--- src/rtl/host_interface.sv ---
// Host-side front end for the PE array: forwards configuration writes, launches
// and tracks one computation, and fetches single activation words on request.
module host_interface #(
  parameter int ADDR_W = 16,
  parameter int DATA_W = 32
) (
  input  logic              clk,
  input  logic              rst,
  input  logic              write_en,
  output logic              write_rdy,
  input  logic [ADDR_W-1:0] write_addr,
  input  logic [DATA_W-1:0] write_data,
  input  logic              read_en,
  output logic              read_rdy,
  input  logic [ADDR_W-1:0] read_addr,
  input  logic              read_data_rdy,
  output logic              read_data_vld,
  output logic [27:0]       read_data,
  output logic              interrupt,
  output logic              cfg_wr_en,
  output logic [ADDR_W-1:0] cfg_addr,
  output logic [DATA_W-1:0] cfg_data,
  output logic              start,
  input  logic              calc_done,
  output logic              act_rd_req,
  output logic [5:0]        act_rd_pe,
  output logic [5:0]        act_rd_addr,
  input  logic              act_rd_vld,
  input  logic [15:0]       act_rd_data
);

  localparam logic [ADDR_W-1:0] CMD_START = ADDR_W'(16'h8000);
  localparam logic [ADDR_W-1:0] CMD_CLEAR = ADDR_W'(16'h8002);

  typedef enum logic [1:0] {
    IDLE = 2'd0,
    BUSY = 2'd1,
    DONE = 2'd2
  } ctrl_state_t;

  typedef enum logic [1:0] {
    R_IDLE = 2'd0,
    R_REQ  = 2'd1,
    R_WAIT = 2'd2,
    R_RESP = 2'd3
  } rd_state_t;

  ctrl_state_t r_ctrl_state;
  ctrl_state_t w_ctrl_next;
  rd_state_t   r_rd_state;
  rd_state_t   w_rd_next;

  logic              w_write_rdy;
  logic              w_ctrl_busy;
  logic              w_wr_acc;
  logic              w_wr_cfg;
  logic              w_wr_start;
  logic              w_wr_clear;

  logic              w_read_rdy;
  logic              w_rd_acc;
  logic              w_rd_capture;
  logic              w_act_rd_req;
  logic              w_read_data_vld;

  logic              r_start;
  logic              r_interrupt;
  logic              r_cfg_wr_en;
  logic [ADDR_W-1:0] r_cfg_addr;
  logic [DATA_W-1:0] r_cfg_data;
  logic [5:0]        r_rd_pe;
  logic [5:0]        r_rd_act;
  logic [27:0]       r_read_data;

  // Bits [9:6] of a read address carry no meaning for an activation fetch.
  logic              w_unused_rd_addr_bits;
  assign w_unused_rd_addr_bits = ^read_addr[9:6];

  // ---------------------------------------------------------------- write side
  assign w_wr_acc   = write_en & w_write_rdy;
  assign w_wr_cfg   = w_wr_acc & ~write_addr[15];
  assign w_wr_start = w_wr_acc & (write_addr == CMD_START) & write_data[0];
  assign w_wr_clear = w_wr_acc & (write_addr == CMD_CLEAR);

  always_ff @(posedge clk or posedge rst) begin
    // NOTE: flops use non-blocking assignment so every register samples pre-edge values.
    if (rst) begin
      r_ctrl_state <= IDLE;
    end else begin
      r_ctrl_state <= w_ctrl_next;
    end
  end

  always_comb begin
    // NOTE: the default assignment up front covers every path, so no latch is inferred.
    w_ctrl_next = r_ctrl_state;
    case (r_ctrl_state)
      IDLE: if (w_wr_start) w_ctrl_next = BUSY;
      BUSY: if (calc_done)  w_ctrl_next = DONE;
      DONE: begin
        if (w_wr_start)      w_ctrl_next = BUSY;
        else if (w_wr_clear) w_ctrl_next = IDLE;
      end
      default: w_ctrl_next = IDLE;
    endcase
  end

  always_comb begin
    w_write_rdy = (r_ctrl_state != BUSY);
    w_ctrl_busy = (r_ctrl_state == BUSY);
  end

  always_ff @(posedge clk or posedge rst) begin
    if (rst) begin
      r_start     <= 1'b0;
      r_cfg_wr_en <= 1'b0;
      r_cfg_addr  <= '0;
      r_cfg_data  <= '0;
      r_interrupt <= 1'b0;
    end else begin
      r_start     <= w_wr_start;
      r_cfg_wr_en <= w_wr_cfg;
      if (w_wr_cfg) begin
        r_cfg_addr <= write_addr;
        r_cfg_data <= write_data;
      end
      // Clearing and setting can never coincide: writes are refused while BUSY.
      if (w_wr_start | w_wr_clear) begin
        r_interrupt <= 1'b0;
      end else if (w_ctrl_busy & calc_done) begin
        r_interrupt <= 1'b1;
      end
    end
  end

  // ----------------------------------------------------------------- read side
  assign w_rd_acc     = read_en & w_read_rdy;
  assign w_rd_capture = (r_rd_state == R_WAIT) & act_rd_vld;

  always_ff @(posedge clk or posedge rst) begin
    if (rst) begin
      r_rd_state <= R_IDLE;
    end else begin
      r_rd_state <= w_rd_next;
    end
  end

  always_comb begin
    w_rd_next = r_rd_state;
    case (r_rd_state)
      R_IDLE:  if (w_rd_acc)      w_rd_next = R_REQ;
      R_REQ:                      w_rd_next = R_WAIT;
      R_WAIT:  if (act_rd_vld)    w_rd_next = R_RESP;
      R_RESP:  if (read_data_rdy) w_rd_next = R_IDLE;
      default:                    w_rd_next = R_IDLE;
    endcase
  end

  always_comb begin
    w_read_rdy      = (r_rd_state == R_IDLE) & ~w_ctrl_busy;
    w_act_rd_req    = (r_rd_state == R_REQ);
    w_read_data_vld = (r_rd_state == R_RESP);
  end

  always_ff @(posedge clk or posedge rst) begin
    if (rst) begin
      r_rd_pe     <= '0;
      r_rd_act    <= '0;
      r_read_data <= '0;
    end else begin
      if (w_rd_acc) begin
        r_rd_pe  <= read_addr[15:10];
        r_rd_act <= read_addr[5:0];
      end
      // Activation index = act_addr*64 + pe_idx, i.e. the two fields swapped.
      if (w_rd_capture) begin
        r_read_data <= {r_rd_act, r_rd_pe, act_rd_data};
      end
    end
  end

  // ------------------------------------------------------------------- outputs
  assign write_rdy     = w_write_rdy;
  assign read_rdy      = w_read_rdy;
  assign read_data_vld = w_read_data_vld;
  assign read_data     = r_read_data;
  assign interrupt     = r_interrupt;
  assign cfg_wr_en     = r_cfg_wr_en;
  assign cfg_addr      = r_cfg_addr;
  assign cfg_data      = r_cfg_data;
  assign start         = r_start;
  assign act_rd_req    = w_act_rd_req;
  assign act_rd_pe     = r_rd_pe;
  assign act_rd_addr   = r_rd_act;

  // Handshake invariants; concurrent assertions are ignored by synthesis.
  a_start_pulse: assert property (@(posedge clk) disable iff (rst)
    start |=> !start);
  a_fetch_pulse: assert property (@(posedge clk) disable iff (rst)
    act_rd_req |=> !act_rd_req);
  a_resp_hold: assert property (@(posedge clk) disable iff (rst)
    (read_data_vld && !read_data_rdy) |=> (read_data_vld && $stable(read_data)));
  a_no_read_busy: assert property (@(posedge clk) disable iff (rst)
    !(read_rdy && w_ctrl_busy));

endmodule

--- config.mk ---
export PLATFORM = sky130hd
export DESIGN_NAME = host_interface
export DESIGN_NICKNAME = d
export VERILOG_FILES = /design/src/rtl/host_interface.sv
export SDC_FILE = /design/constraint.sdc
export NUM_CORES = 1
export LEC_CHECK = 0
export CAP_MARGIN = 20
export CELL_PAD_IN_SITES_DETAIL_PLACEMENT = 1
export CELL_PAD_IN_SITES_GLOBAL_PLACEMENT = 1
export CORE_ASPECT_RATIO = 1.4
export CORE_MARGIN = 3
export CORE_UTILIZATION = 24
export DETAILED_ROUTE_END_ITERATION = 12
export PLACE_DENSITY = 0.73
export SETUP_SLACK_MARGIN = 0.2
export SYNTH_ARGS = -nofsm -noshare
export SYNTH_HDL_FRONTEND = slang
export SYNTH_SLANG_ARGS = --single-unit
--- constraint.sdc ---
create_clock -name clk -period 7.3 [get_ports clk]
set_clock_uncertainty 0.05 [all_clocks]
set_input_delay 0.73 -clock clk [delete_from_list [all_inputs] [get_ports clk]]
set_output_delay 0.73 -clock clk [all_outputs]
set_load 0.05 [all_outputs]
==> results.tsv, run 1 <==
metric	value	unit
status	completed	
RSZ-0062 raised after global routing	no	
xor/xnor cell area share of the yosys netlist	0	%
CTS max path bufs	2	
postcts setup bufs	0	
DPL Wire Length	7597	um
dpl cells	593	
worst IR drop on VDD	0.1950	mV
Iteration-0 DRC Markers	46	
ratio of cells with drive above 1 in the final layout	27.34	%
#FFs+latches synth	95	
via/cell ratio	4.282	
Clock Sinks	95	
Initial Utilization	24.64	%
fin. max-slew vios	0	
setup_tns	0	ns
Post-DP Area	5708	um^2
final WL	9980	um
Tot GR Track Use	11.75	%
worst-path maximum fanout	4	
WL per Instance	16.39	um
Worst EP arrival	2.05	ns
post-route cell area	5992	um^2
fin crit share	38.70	%
Seq/Total Area, Yosys	63.82	%
vias in the first global route	3039	
1st-pass router iterations	4	
top cell type's share of synthesized area	63.82	%
Post-Synth Simple-Gate Area	3.158	%
antenna-violating nets left	0	
Die Wd	111.3	um
synthesized area per cell	16.27	um^2
largest family of logic cells by synthesized area	multiplexers	
main area contributors after synthesis	dfrtp_1, mux2_2, mux2_4, ha_1, buf_6	
reg2reg path depth	7	
I/O pin total	182	
Die Y	153.4	um
Lkg Pwr	2.470	nW
worst setup margin	4.475	ns
Synth Area in Adders	1.680	%
most frequent cells in the layout	clkdlybuf4s50_1, dfrtp_1, mux2_2, mux2_4, clkbuf_16	
class of the worst hold path	reg -> reg	
Critical Path Source Type	flop	
Antenna diodes	0	
Clock Pin Slew Worst Setup and Hold Paths	0.07	ns
pre-CTS setup slack	4.754	ns
WHS Path Cells	1	
synthesized cell area	3725	um^2
Synth Area in Compound Gates	1.344	%
die area	17070	um^2
library cells used by synthesis	26	
CTS Root Cell	clkbuf_16	
Std-Cell Rows	53	
final net count	504	
Synthesis Warnings	0	
post-synthesis mux area share	27.61	%
via count	2608	
H-tree depth	3	
Worst setup EP type	primary output	
synthesized instance count	229	
Post-Layout Cell Count	609	
fmax	354.0	MHz
initial antenna violation count	0	
Post-CTS Resized	0	
hold_buf cts	0	
final hold violations	0	
Slew @ Worst Pin	0.6805	ns
gpl congestion	0.7018	
total CTS buffers	9	
largest area contributor in the netlist	dfrtp_1	
Rel. slew slack	54.63	%
first-pass GRT wire length	16100	um
syn_nets	321	
Syn-to-layout area delta	60.87	%
Worst-Skew Late Latency	0.33	ns
# DRC	0	
pin count of the biggest net entering global routing	50	
TritonCTS clock tree	done	
total grt overflow	0	
crit path kind	reg -> out	
Worst Path Required	6.52	ns
Setup Viol. Count Final	0	
max-cap viol count	0	
commonest non-fill, non-tap cell in the layout	clkdlybuf4s50_1	
port buffer count	177	
min Tclk post-route	2.825	ns
PwrDens	412.2	nW/um^2
core footprint	15120	um^2
[metrics by stage]
stage | power, W | hold slack, ns | util [%]
2_1_floorplan | 0.001599 | 0.4032 | -
3_3_place_gp | 0.002018 | 0.4238 | 37.75
3_5_place_dp | 0.002049 | 0.4281 | 37.75
4_1_cts | 0.002514 | 0.4386 | 39.63
5_1_grt | 0.002593 | 0.4669 | 39.63
6_report | 0.002470 | 0.4347 | 39.63
[per-layer routing]
| layer | track usage (%) | wire length (um) | up-vias |
|---|---|---|---|
| met5 | 0 | 0 | - |
| met1 | 12.13 | 3570 | 1332 |
| met2 | 22.06 | 5604 | 102 |
| li1 | - | - | 1168 |
| met3 | 4.396 | 711 | 6 |
| met4 | 3.246 | 93 | 0 |
[layout make-up]
class	count	area, um^2
fillers	1601	9128
flip-flops and latches	95	2377
repair buffers	180	1794
multi-input cells	118	1264
clock buffers	11	242.7
well taps	192	240.2
clock inverters	5	41.29
inverters	8	32.53
[path summary, 6_finish.rpt]
check	from	end	slack, ns
worst min-delay path	r_ctrl_state[0]$_DFFE_PP0P_	r_ctrl_state[1]$_DFFE_PP0P_	0.43
worst max register to register	r_ctrl_state[0]$_DFFE_PP0P_	cfg_data[17]$_DFFE_PP0P_	5.35
min in group asynchronous	rst	cfg_data[16]$_DFFE_PP0P_	0.77
worst min register to register	r_ctrl_state[0]$_DFFE_PP0P_	r_ctrl_state[1]$_DFFE_PP0P_	0.43
max in group asynchronous	rst	read_data[23]$_DFFE_PP0P_	5.33
worst max-delay path	r_rd_state[1]$_DFFE_PP0P_	read_rdy	4.47
[cells in the mapped netlist]
master	instances
o31ai_1	1
nor2_1	2
buf_6	3
nor2_4	1
nor3b_1	1
nor2b_1	1
buf_2	5
a22o_1	1
o2bb2ai_1	1
nor4b_2	1
nor2_2	1
nand2_1	4
mux2_2	78
inv_2	2
a222oi_1	1
and2_1	1
inv_1	6
ha_1	5
o32a_1	1
nor4_1	3
mux2_4	10
nand2_2	2
dfrtp_1	95
a21oi_1	1
nand4_1	1
nor3_1	1
[flip-flops by register name, indices dropped and copies added, names as in the netlist]
| name | flops |
|---|---|
| act_rd_pe | 6 |
| cfg_data | 32 |
| start | 1 |
| cfg_addr | 16 |
| act_rd_addr | 6 |
| interrupt | 1 |
| r_rd_state | 2 |
| read_data | 28 |
| r_ctrl_state | 2 |
| cfg_wr_en | 1 |
[power by group]
part           total, W  switching [W]  internal, W
clock          0.000449       0.000205     0.000243
sequential     0.000776      0.0000892     0.000687
combinational   0.00125       0.000770     0.000475
[critical path: stages, from the launching register on]
cell	delay (ns)
dfrtp_1	0.41
inv_1	0.12
ha_1	0.19
and2_1	0.16
clkdlybuf4s50_1	0.82
[cell families after synthesis]
group,Yosys count
flops,95
buf+inv,16
fa+ha+maj,5
compound gates,6
mux,88
simple gates,19
Power figures use the tool's default switching activity.
==> run 2: changes to the inputs <==
--- a/config.mk
+++ b/config.mk
@@ -12,7 +12,7 @@
 export CORE_MARGIN = 3
 export CORE_UTILIZATION = 24
 export DETAILED_ROUTE_END_ITERATION = 12
-export PLACE_DENSITY = 0.73
+export PLACE_DENSITY = 0.76
 export SETUP_SLACK_MARGIN = 0.2
 export SYNTH_ARGS = -nofsm -noshare
 export SYNTH_HDL_FRONTEND = slang
==> constraint.sdc (replaced) <==
create_clock -name clk -period 2.4 [get_ports clk]
set_clock_uncertainty 0.05 [all_clocks]
set_input_delay 0.24 -clock clk [delete_from_list [all_inputs] [get_ports clk]]
set_output_delay 0.24 -clock clk [all_outputs]
set_load 0.05 [all_outputs]
==> run 2 against run 1 <==
Effect of this change:
- wire length grew 3.7%
- via count decreased by 0.15%
- sequential power rose to 3.0 times the previous value
- clock-buffer cell count unchanged
- sequential cell count did not move
- non-clock buffer count is 1 higher
- first-iteration DRC count decreased by 59%
- global-route usage rose by 0.26 points
- die area did not move
- hold slack got worse by 0.089 ns
- critical path type unchanged
==> results.tsv, run 2 (synthesis results as in run 1) <==
metric	value	unit
WL per Instance	16.96	um
PwrDens	1247	nW/um^2
Slew @ Worst Pin	0.5838	ns
max FFs per register	32	
commonest non-fill, non-tap cell in the layout	clkdlybuf4s50_1	
total grt overflow	0	
crit path buf inv count	3	
CTS max path bufs	2	
r2r setup slk	0.62	ns
Worst Path Required	2.11	ns
final hold violations	0	
fin crit share	88.32	%
H-tree depth	3	
crit path kind	reg -> out	
setup_tns	0	ns
worst flop-to-flop path startpoint	r_ctrl_state[0]$_DFFE_PP0P_	
die area	17070	um^2
fill count	1594	
1st-pass router iterations	4	
via/cell ratio	4.269	
fmax	471.8	MHz
RSZ-0062 raised after global routing	no	
Tot GR Track Use	12.02	%
reg2reg path depth	7	
Setup Viol. Count Final	0	
ratio of cells with drive above 1 in the final layout	27.27	%
most numerous cell on the critical path	inv_2	
via count	2604	
core footprint	15120	um^2
port buffer count	177	
FF-to-FF End	cfg_data[18]$_DFFE_PP0P_	
max incr delay on CP	0.84	ns
worst path cell trace	inv_2 > nor2_4 > inv_2 > clkdlybuf4s50_1	
Critical Path Source Type	flop	
Clock Sinks	95	
Syn-to-layout area delta	61.24	%
CTS Root Cell	clkbuf_16	
TritonCTS clock tree	done	
I/O pin total	182	
Die Y	153.4	um
CP top delay family	buffers and inverters	
slowest stage cell, crit path	clkdlybuf4s50_1	
max-cap viol count	0	
class of the worst hold path	in -> async	
final net count	505	
dpl cells	594	
antenna-violating nets left	0	
DPL Wire Length	7850	um
Die Wd	111.3	um
hold_buf cts	0	
Worst EP arrival	1.83	ns
# DRC	0	
vias in the first global route	2899	
status	completed	
min Tclk post-route	2.120	ns
Worst setup EP type	primary output	
Rel. slew slack	60.96	%
worst IR drop on VDD	0.6216	mV
first-pass GRT wire length	16220	um
Iteration-0 DRC Markers	19	
Std-Cell Rows	53	
fin. max-slew vios	0	
Initial Utilization	24.64	%
worst-path maximum fanout	6	
Antenna diodes	0	
final WL	10350	um
total CTS buffers	9	
gpl congestion	0.7055	
Post-Layout Cell Count	610	
Clock Pin Slew Worst Setup and Hold Paths	0.07	ns
pin count of the biggest net entering global routing	96	
most frequent cells in the layout	clkdlybuf4s50_1, dfrtp_1, mux2_2, mux2_4, clkbuf_16	
initial antenna violation count	0	
Worst-Skew Late Latency	0.34	ns
Lkg Pwr	2.491	nW
## run 2: worst max-delay path by stage
| stage | to | startpoint | cells past startpoint |
|---|---|---|---|
| after floorplan | act_rd_addr[0]$_DFFE_PP0P_ | r_ctrl_state[0]$_DFFE_PP0P_ | 7 |
| final | write_rdy | r_ctrl_state[0]$_DFFE_PP0P_ | 4 |
| after global placement | read_rdy | r_rd_state[0]$_DFFE_PP0P_ | 4 |
| after global routing | write_rdy | r_ctrl_state[0]$_DFFE_PP0P_ | 4 |
| after CTS | act_rd_req | r_rd_state[1]$_DFFE_PP0P_ | 3 |
| after detailed placement | read_rdy | r_rd_state[0]$_DFFE_PP0P_ | 4 |
## run 2: layout make-up
| type | instances | area [um^2] | share of cell area, % |
|---|---|---|---|
| multi-input combinational | 118 | 1264 | 21.04 |
| clock inverter | 5 | 42.54 | 0.7083 |
| timing repair buffer | 181 | 1815 | 30.23 |
| tap | 192 | 240.2 | 4.000 |
| clock buffer | 11 | 232.7 | 3.875 |
| inverter | 8 | 33.78 | 0.5625 |
| sequential | 95 | 2377 | 39.58 |
## run 2: worst register-to-register path, stage by stage, from the launching register on
cell and delay [ns]:
dfrtp_1 0.39, inv_2 0.08, nor2_4 0.05, inv_2 0.13
nand2_2 0.09, nor2_4 0.08, buf_4 0.38, mux2_2 0.41
## run 2: metal layers
metal	vias up	part of all wire (%)	global-route usage, %
li1	1169	-	-
met1	1320	37	12.73
met2	102	55	22.38
met3	13	6.2	3.842
met4	0	1.8	3.884
met5	-	0	0
## run 2: repair_timing
item                       CTS  global route
gates resized for setup      1             1
setup endpoints to repair    1             1
pin swaps                    0             0
buffers inserted             0             0
## run 2: per-stage QoR
stage	worst slack, ns	utilization (%)	power [W]	area (um^2)	hold slack, ns
2_1_floorplan	0.4485	-	0.004863	3729	0.2628
3_3_place_gp	0.4520	37.89	0.006131	5729	0.4260
3_5_place_dp	0.3974	37.89	0.006236	5729	0.4427
4_1_cts	0.2274	39.71	0.007617	6003	0.3683
5_1_grt	0.2011	39.72	0.007843	6006	0.3930
6_report	0.2804	39.72	0.007489	6006	0.3461
## run 2: report_power, final
group / switching, W / leakage [nW] / total, W / internal (W)
Clock: 0.000627 / 0.130 / 0.00134 / 0.000713
Combinational: 0.00235 / 1.23 / 0.00379 / 0.00144
Sequential: 0.000270 / 1.13 / 0.00236 / 0.00209
Total: 0.00324 / 2.49 / 0.00749 / 0.00425
==> run 3: changes to the inputs <==
--- a/config.mk
+++ b/config.mk
@@ -13,7 +13,7 @@
 export CORE_UTILIZATION = 24
 export DETAILED_ROUTE_END_ITERATION = 12
 export PLACE_DENSITY = 0.76
-export SETUP_SLACK_MARGIN = 0.2
+export SETUP_SLACK_MARGIN = 0.5
 export SYNTH_ARGS = -nofsm -noshare
 export SYNTH_HDL_FRONTEND = slang
 export SYNTH_SLANG_ARGS = --single-unit
==> run 3 against run 2 <==
Effect of this change:
- via count increased by 0.50%
- hold slack got worse by 0.087 ns
- wire length decreased by 2.2%
- non-clock buffer count increased by 4
- cell count increased by 0.66%
- total power increased by 0.99%
- sequential share of layout area decreased by 0.34 points
- register-to-register slack about the same
- critical path type unchanged
- highest routed layer unchanged
==> results.tsv, run 3 (synthesis results as in run 1) <==
metric	value	unit
die area	17070	um^2
first-pass GRT wire length	16130	um
internal power	0.004293	W
core footprint	15120	um^2
Die Wd	111.3	um
ratio of cells with drive above 1 in the final layout	29.15	%
Clock Sinks	95	
Tot GR Track Use	11.95	%
CTS max path bufs	2	
H-tree depth	3	
Syn-to-layout area delta	62.61	%
fmax	547.4	MHz
Logic pwr share	50.3	%
Antenna diodes	0	
# DRC	0	
register area	2377	um^2
fin crit share	76.12	%
final hold violations	0	
Slew @ Worst Pin	0.5804	ns
DPL Wire Length	7808	um
crit path buf inv count	1	
worst setup margin	0.5732	ns
most frequent cells in the layout	clkdlybuf4s50_1, dfrtp_1, mux2_2, mux2_4, clkbuf_16	
min Tclk post-route	1.827	ns
Std-Cell Rows	53	
fin. max-slew vios	0	
Rel. slew slack	61.23	%
WL per Instance	16.48	um
CP top delay family	buffers and inverters	
Worst EP arrival	1.54	ns
RSZ-0062 raised after global routing	yes	
Worst-Skew Late Latency	0.33	ns
TritonCTS clock tree	done	
crit path kind	reg -> out	
final net count	509	
pin count of the biggest net entering global routing	37	
Flop pwr share	31.2	%
total grt overflow	0	
fill count	1595	
max incr delay on CP	0.82	ns
worst path cell trace	clkdlybuf4s50_1	
CTS Root Cell	clkbuf_16	
class of the worst hold path	in -> async	
PwrDens	1249	nW/um^2
hold_buf cts	0	
Worst setup EP type	primary output	
Iteration-0 DRC Markers	51	
total CTS buffers	9	
status	completed	
Setup Viol. Count Final	0	
Met1 Wirelength	3595	um
Lkg Pwr	2.513	nW
Net Sw Power	0.003270	W
final WL	10120	um
max-cap viol count	0	
1st-pass router iterations	4	
I/O pin total	182	
DR WL met3	697	um
worst-path maximum fanout	2	
area occupied by multi-input gates	1265	um^2
slowest stage cell, crit path	clkdlybuf4s50_1	
antenna-violating nets left	0	
via count	2617	
met2 wire len	5591	um
Die Y	153.4	um
pre-CTS setup slack	0.4217	ns
via/cell ratio	4.262	
max FFs per register	32	
clock share of power	18.4	%
Worst Path Required	2.11	ns
initial antenna violation count	0	
setup_tns	0	ns
Critical Path Source Type	flop	
Initial Utilization	24.64	%
Sw Share	43.24	%
vias in the first global route	2987	
port buffer count	177	
Clock Pin Slew Worst Setup and Hold Paths	0.07	ns
gpl congestion	0.7135	
worst IR drop on VDD	0.6838	mV
commonest non-fill, non-tap cell in the layout	clkdlybuf4s50_1	
DR top layer	met4	
-- run 3: worst paths after layout --
kind	slack [ns]	depth (start not counted)	from	to
setup / recovery	0.57	1	cfg_data[4]$_DFFE_PP0P_	cfg_data[4]
hold / removal	0.26	2	rst	read_data[15]$_DFFE_PP0P_
setup reg to reg	0.62	5	r_rd_state[0]$_DFFE_PP0P_	r_rd_state[1]$_DFFE_PP0P_
hold reg to reg	0.43	1	r_ctrl_state[0]$_DFFE_PP0P_	r_ctrl_state[1]$_DFFE_PP0P_
max in group asynchronous	1.44	3	rst	cfg_data[22]$_DFFE_PP0P_
min in group clk	0.43	1	r_ctrl_state[0]$_DFFE_PP0P_	r_ctrl_state[1]$_DFFE_PP0P_
-- run 3: final cells by class --
| cell class | instances | area share (%) |
|---|---|---|
| multi-input cells | 118 | 20.88 |
| flip-flops and latches | 95 | 39.25 |
| inverters | 8 | 0.5577 |
| well taps | 192 | 3.966 |
| repair buffers | 185 | 30.57 |
| clock inverters | 6 | 0.8263 |
| clock buffers | 10 | 3.945 |
-- run 3: power by group through the flow --
stage	clock, W	sequential [W]	combinational, W
6_report	0.00139	0.00236	0.00381
5_1_grt	0.00153	0.00243	0.00396
4_1_cts	0.00146	0.00237	0.00384
3_5_place_dp	0	0.00240	0.00385
3_3_place_gp	0	0.00236	0.00379
2_1_floorplan	0	0.00400	0.000867
-- run 3: layer usage --
layer | vias to the layer above | global-route usage (%)
li1 | 1178 | -
met1 | 1329 | 12.25
met2 | 96 | 22.09
met3 | 14 | 3.802
met4 | 0 | 5.101
met5 | - | 0
-- run 3: stage by stage --
stage | cells | util [%] | area, um^2 | hold slack [ns] | power [W]
floorplan | 229 | - | 3730 | 0.2628 | 0.004865
global placement | 597 | 38.13 | 5766 | 0.4277 | 0.006148
detailed placement | 597 | 38.13 | 5766 | 0.4299 | 0.006247
CTS | 613 | 40.03 | 6052 | 0.2676 | 0.007672
global route | 614 | 40.06 | 6057 | 0.2875 | 0.007926
finish | 614 | 40.06 | 6057 | 0.2589 | 0.007563
-- run 3: what timing repair did --
action | 4_1_cts | 5_1_grt
buffers inserted | 0 | 1
pin swaps | 0 | 1
setup endpoints to repair | 4 | 3
gates resized for setup | 6 | 3
